--- src/rtl/keccak_pkg.sv ---
// keccak_pkg: shared SHAKE rate constants, mode encoding and block/word helpers
package keccak_pkg;
  localparam int RATE_SHAKE128 = 1344;
  localparam int RATE_SHAKE256 = 1088;
  localparam int RATE_MAX = RATE_SHAKE128;
  typedef enum logic {SHAKE128 = 1'b0, SHAKE256 = 1'b1} shake_mode_t;
  function automatic int words_per_block(input int rate, input int w);
    return rate / w;
  endfunction
endpackage

--- src/rtl/block_fifo.sv ---
// block_fifo: DEPTH-entry FIFO of whole rate blocks with async reset and sync clear
module block_fifo #(
  parameter int WIDTH = 1344,
  parameter int DEPTH = 2
) (
  input  logic             clk,
  input  logic             rst,
  input  logic             clear,
  input  logic             push,
  input  logic             pop,
  input  logic [WIDTH-1:0] din,
  output logic [WIDTH-1:0] head,
  output logic             full,
  output logic             empty
);
  localparam int PW = DEPTH > 1 ? $clog2(DEPTH) : 1;
  localparam int CW = $clog2(DEPTH + 1);
  logic [WIDTH-1:0] mem [DEPTH];
  logic [PW-1:0] wr_ptr, rd_ptr;
  logic [CW-1:0] count;
  logic do_push, do_pop;
  function automatic logic [PW-1:0] nxt(input logic [PW-1:0] p);
    return p == PW'(DEPTH - 1) ? '0 : p + 1'b1;
  endfunction
  assign full = count == CW'(DEPTH);
  assign empty = count == '0;
  assign do_push = push && !full;
  assign do_pop = pop && !empty;
  assign head = mem[rd_ptr];
  // block storage needs no reset; occupancy is tracked by count alone
  always_ff @(posedge clk)
    if (do_push) mem[wr_ptr] <= din;
  // pointers wrap modulo DEPTH; simultaneous push and pop leaves count unchanged
  always_ff @(posedge clk or negedge rst)
    if (!rst) begin
      wr_ptr <= '0;
      rd_ptr <= '0;
      count <= '0;
    end else if (clear) begin
      wr_ptr <= '0;
      rd_ptr <= '0;
      count <= '0;
    end else begin
      if (do_push) wr_ptr <= nxt(wr_ptr);
      if (do_pop) rd_ptr <= nxt(rd_ptr);
      count <= count + CW'(do_push) - CW'(do_pop);
    end
endmodule

--- src/rtl/squeeze_dump_unit.sv ---
// squeeze_dump_unit: buffers squeezed rate blocks and streams them as truncated W-bit words
module squeeze_dump_unit
  import keccak_pkg::*;
#(
  parameter int W = 64,
  parameter int DEPTH = 2,
  parameter int SIZE_W = 32
) (
  input  logic                clk,
  input  logic                rst,
  input  logic                flush,
  input  logic                start,
  input  logic                mode,
  input  logic [SIZE_W-1:0]   output_size,
  input  logic [RATE_MAX-1:0] block_data,
  input  logic                block_valid,
  output logic                block_ready,
  output logic [W-1:0]        data_out,
  output logic [W/8-1:0]      keep_out,
  output logic                valid_out,
  output logic                last_out,
  input  logic                ready_in,
  output logic                busy,
  output logic                done
);
  localparam int WI_W = $clog2(RATE_MAX / W + 1);
  localparam int LOW_W = $clog2(W) + 1;
  typedef enum logic [1:0] {S_IDLE, S_RUN, S_DONE} state_t;
  state_t state;
  shake_mode_t sel_mode;
  logic [SIZE_W-1:0] rem_bits, blocks_needed, blocks_accepted;
  logic [WI_W-1:0] word_idx, wpb;
  logic [RATE_MAX-1:0] head;
  logic full, empty, push, pop, hs, last_int;
  logic [LOW_W-1:0] low_bits;
  logic [W-1:0] bit_mask;
  function automatic logic [SIZE_W-1:0] blocks_for(input logic [SIZE_W-1:0] bits, input int rate);
    return bits / SIZE_W'(rate) + SIZE_W'(bits % SIZE_W'(rate) != '0);
  endfunction
  assign sel_mode = shake_mode_t'(mode);
  assign valid_out = state == S_RUN && !empty;
  assign last_int = rem_bits <= SIZE_W'(W);
  assign low_bits = last_int ? LOW_W'(rem_bits) : LOW_W'(W);
  assign bit_mask = ~({W{1'b1}} << low_bits);
  assign data_out = valid_out ? head[int'(word_idx) * W +: W] & bit_mask : '0;
  assign last_out = valid_out && last_int;
  assign hs = valid_out && ready_in;
  assign pop = hs && (word_idx == wpb - 1'b1 || last_int);
  assign block_ready = state == S_RUN && !full && blocks_accepted < blocks_needed;
  assign push = block_valid && block_ready;
  assign busy = state == S_RUN;
  assign done = state == S_DONE;
  // a byte is kept when its lowest bit survives truncation
  always_comb begin
    keep_out = '0;
    for (int i = 0; i < W / 8; i++) keep_out[i] = valid_out && bit_mask[8 * i];
  end
  block_fifo #(.WIDTH(RATE_MAX), .DEPTH(DEPTH)) u_fifo (
    .clk(clk),
    .rst(rst),
    .clear(flush),
    .push(push),
    .pop(pop),
    .din(block_data),
    .head(head),
    .full(full),
    .empty(empty)
  );
  // message FSM with length, block and word bookkeeping; flush aborts everything
  always_ff @(posedge clk or negedge rst)
    if (!rst) begin
      state <= S_IDLE;
      rem_bits <= '0;
      blocks_needed <= '0;
      blocks_accepted <= '0;
      word_idx <= '0;
      wpb <= '0;
    end else if (flush) begin
      state <= S_IDLE;
      rem_bits <= '0;
      blocks_needed <= '0;
      blocks_accepted <= '0;
      word_idx <= '0;
      wpb <= '0;
    end else
      case (state)
        S_IDLE:
          if (start) begin
            rem_bits <= output_size;
            blocks_accepted <= '0;
            word_idx <= '0;
            blocks_needed <= sel_mode == SHAKE256 ? blocks_for(output_size, RATE_SHAKE256)
                                                  : blocks_for(output_size, RATE_SHAKE128);
            wpb <= WI_W'(words_per_block(sel_mode == SHAKE256 ? RATE_SHAKE256 : RATE_SHAKE128, W));
            state <= output_size == '0 ? S_DONE : S_RUN;
          end
        S_RUN: begin
          if (push) blocks_accepted <= blocks_accepted + 1'b1;
          if (hs) begin
            rem_bits <= last_int ? '0 : rem_bits - SIZE_W'(W);
            word_idx <= pop ? '0 : word_idx + 1'b1;
            if (last_int) state <= S_DONE;
          end
        end
        default: state <= S_IDLE;
      endcase
endmodule

--- config.mk ---
export PLATFORM = sky130hd
export DESIGN_NAME = squeeze_dump_unit
export DESIGN_NICKNAME = d
export VERILOG_FILES = /design/src/rtl/keccak_pkg.sv /design/src/rtl/block_fifo.sv /design/src/rtl/squeeze_dump_unit.sv
export SDC_FILE = /design/constraint.sdc
export NUM_CORES = 2
export LEC_CHECK = 0
export CORE_AREA = 2 2 568 570
export DETAILED_ROUTE_END_ITERATION = 10
export DIE_AREA = 0 0 570 572
export PLACE_DENSITY = 0.57
export SLEW_MARGIN = 20
export SYNTH_ARGS = -nofsm -noshare
export SYNTH_HDL_FRONTEND = slang
export SYNTH_SLANG_ARGS = --single-unit
--- constraint.sdc ---
create_clock -name clk -period 115.5 [get_ports clk]
set_input_delay 23.1 -clock clk [delete_from_list [all_inputs] [get_ports clk]]
set_output_delay 23.1 -clock clk [all_outputs]
set_load 0.02 [all_outputs]
==> impl_summary.txt <==
----------------------------------------------------
[Run status]
  Run status ... finished, final reports clean

[Logic synthesis]
  Synthesized net count ... about 8500
  Post-synthesis register bit count ... approximately 2800
  Proportion of synthesized flip-flops having asynchronous set or reset ... 0.0359
  Cell type with the highest aggregate area in the netlist ... edfxtp_1
  Top cells by area, synth ... edfxtp_1 68%, mux4_2 9.4%, mux2i_1 3.6%
  Post-synthesis cell type count ... around 140
  Mean area per synthesized cell ... 16.8 um^2
  Most used DFF post-synth ... edfxtp_1
  Mapped Area ... roughly 120000 um^2
  Count of flip-flops with a built-in enable after synthesis ... ~2700
  Synth top area share ... 0.676
  Number of warnings reported in the yosys synthesis log ... 0
  Most common cell in the synthesized netlist ... edfxtp_1
  Portion of the post-synthesis area used by sequential elements ... 0.697
  Leading post-synthesis cells by instance count ... 2688 x edfxtp_1, 499 x mux4_2, 428 x mux2i_1
  Post-Syn Instances ... 7120

[Final layout]
  Net count, final ... 10100
  Final core occ ... 0.468
  Layout filler cell count ... 27400
  Post-layout instance area ... ~150000 um^2
  Multi-input gate area in the final layout ... 34300 um^2
  P&R area growth vs syn ... 25.4%
  Share of post-route cells with drive strength above 1 ... 0.148
  Footprint of the flip-flops and latches ... 83200 um^2

[CTS]
  Number of clock buffers inserted by TritonCTS ... 313
  TritonCTS clock tree ... done
  Post-CTS setup buffer count ... 0
  Cts-stage hold buffer count ... 0
  Later-pin clock latency in the skew report ... 0.93 ns
  Clk sinks ... 2788
  CTS H-Tree Depth ... 5
  Largest buffer count on any clock path ... 4
  Buffer type at the clock tree root ... clkbuf_16
  CTS-repair resized insts ... 0
  Clock transition at the register clock pins on the worst setup and hold paths after CTS ... 0.06 ns

[Drt]
  Post-route DRC violation count ... 0
  Detailed router's first-iteration violation count ... 9009
  Drt total wl ... just under 500 mm
  Antenna-violating nets left ... 0
  Drt via density ... 5.84
  Drt wl/cell ... 37.0 um
  Number of optimization iterations in the first detailed-route pass ... 9
  Total via count in the routed design ... 77300

[Global route]
  Antenna violations before repair ... 402
  Overflow left after global routing ... 0
  Vias in the first global route ... 76400
  Wire length of the first global-routing pass ... about 650 mm
  Largest net degree at the start of global routing ... 184
  GRT Resource Usage Total ... 0.292

[Timing]
  Unrepaired setup endpoints after global routing ... no
  Final period demand of the worst path ... 42.47 ns
  Hold violation total from the final report ... 0
  Final setup violation count ... 0
  Final-report max-slew violation count ... 0
  Setup Skew ... 0.0820 ns
  Final clock period utilization by the worst path ... 0.368
  Least-Margin Pin Slew ... 1.31 ns
  Peak Freq ... 23.5 MHz
  Worst rel slew slack ... 0.119
  Total Neg Setup Slack ... 0 ns

[Floorplan]
  Initial Util ... 0.373
  Total number of placement rows ... 208
  I/O Pins ... 1460
  Full die area ... about 330000 um^2
  Overall die width ... 570 um
  Area of the core ... around 320000 um^2
  Die span in y ... approximately 570 um

[Worst setup path]
  Data required time at the worst endpoint ... 116.24 ns
  Crit Path Max Fanout ... 21
  Worst setup path startpoint ... output_size[25]
  Kind of end point of the critical path ... flop
  Maximum single-stage delay on the critical path ... 1.11 ns
  Worst EP arrival ... 43.21 ns
  Worst r2r src ... blocks_accepted[1]
  Startpoint type of the worst setup path ... input port
  Register-to-register setup slack ... 106.08 ns
  Endpoint of the most critical setup path ... blocks_needed[20]
  Worst-path cell with the longest stage delay ... clkdlybuf4s50_1
  Crit Path Category ... input port to flop
  Worst Reg-to-Reg Cells ... 36
  Reg-to-reg critical path endpoint ... u_fifo.mem[0][1121]

[Hold path]
  Worst min path class ... flop to flop

[Place]
  Input/output buffers ... 1459
  Placement-stage cell area ... 139000 um^2
  RePlAce Congestion ... 0.890
  HPWL after detailed placement ... 366 mm

[Job]
  Number of max-capacitance violations reported ... 0

----------------------------------------------------
routing by layer:
layer / vias up / wire (um) / GRT usage
li1: 32500 / - / -
met1: 39900 / 186000 / 0.355
met2: 3617 / 239000 / 0.489
met3: 1062 / 44300 / 0.0889
met4: 210 / 19700 / 0.109
met5: - / 1370 / 0
worst max-delay path, delay by kind of cell:
| family | cells | cell delay, ns |
|---|---|---|
| compound gates | 29 | 10.76 |
| xor+xnor | 3 | 0.80 |
| fa+ha+maj | 2 | 0.42 |
| buf+inv | 2 | 1.65 |
| mux | 5 | 1.26 |
| simple gates | 19 | 5.15 |
cells by family (layout without fill, tap and decap cells):
kind of cell | after synthesis | count (layout) | share of synthesized area
buffers and inverters | 510 | 2287 | 0.0174
and+or+nand+nor | 1188 | 1188 | 0.0492
xor gates and xnor gates | 116 | 116 | 0.00864
muxes | 969 | 969 | 0.134
AOI/OAI and AO/OA | 1506 | 1506 | 0.0890
DFF | 2788 | 2788 | 0.697
adders and majority gates | 43 | 43 | 0.00437
other | 0 | 141 | 0
layout by cell type (no fill, tap or decap), types with 41 or more instances in the layout:
cell / netlist / layout
xnor2_1: 87 / 86
clkbuf_1: 294 / 65
clkdlybuf4s50_1: 0 / 1457
nand2_1: 264 / 263
mux4_2: 499 / 499
a31oi_1: 59 / 59
a211oi_1: 71 / 65
diode_2: 0 / 141
nor2_1: 339 / 331
nand3_1: 118 / 118
nand2b_1: 46 / 45
o21ai_0: 297 / 289
clkbuf_16: 0 / 316
dfrtp_1: 100 / 94
o211ai_1: 71 / 71
nor3_1: 108 / 105
buf_4: 16 / 161
a22oi_1: 83 / 83
edfxtp_1: 2688 / 2688
a21oi_1: 289 / 287
clkinv_1: 5 / 76
a221oi_1: 152 / 149
o22ai_1: 41 / 41
clkinv_2: 0 / 50
inv_1: 75 / 72
mux2i_1: 428 / 428
and3_1: 43 / 43
metrics by stage:
step / hold slack [ns] / instances / worst slack [ns]
finish: 0.506 / 13200 / 73.03
global route: 0.540 / 13200 / 71.50
CTS: 0.504 / 13100 / 73.12
detailed placement: 0.492 / 12500 / 72.16
global placement: 0.478 / 12500 / 72.17
floorplan: 0.451 / 7120 / 33.62
worst min-delay path by stage:
stage / start / end / slack [ns] / cells after the start
finish: blocks_accepted[31] / blocks_accepted[31] / 0.51 / 2
global route: rem_bits[19] / rem_bits[19] / 0.54 / 2
CTS: blocks_accepted[31] / blocks_accepted[31] / 0.50 / 2
detailed placement: blocks_accepted[31] / blocks_accepted[31] / 0.49 / 2
global placement: blocks_accepted[31] / blocks_accepted[31] / 0.48 / 2
floorplan: blocks_needed[0] / blocks_needed[0] / 0.45 / 2
final cells by class:
| type | count | share of cell area |
|---|---|---|
| clock inverter | 185 | 0.0125 |
| inverter | 82 | 0.00217 |
| multi-input combinational | 3822 | 0.229 |
| tap | 4200 | 0.0351 |
| clock buffer | 383 | 0.0547 |
| antenna | 141 | 0.00236 |
| sequential | 2788 | 0.556 |
| timing repair buffer | 1637 | 0.108 |
flip-flops by register name, summed over array words and instances, names as in the netlist:
register	flops
state	2
u_fifo.mem	2688
u_fifo.rd_ptr	1
u_fifo.count	2
blocks_accepted	32
rem_bits	32
word_idx	5
blocks_needed	23
wpb	2
u_fifo.wr_ptr	1
Power is left out: the tool's default activity adds up to more than one toggle a clock period on the data nets, which glitch-free logic cannot reach.
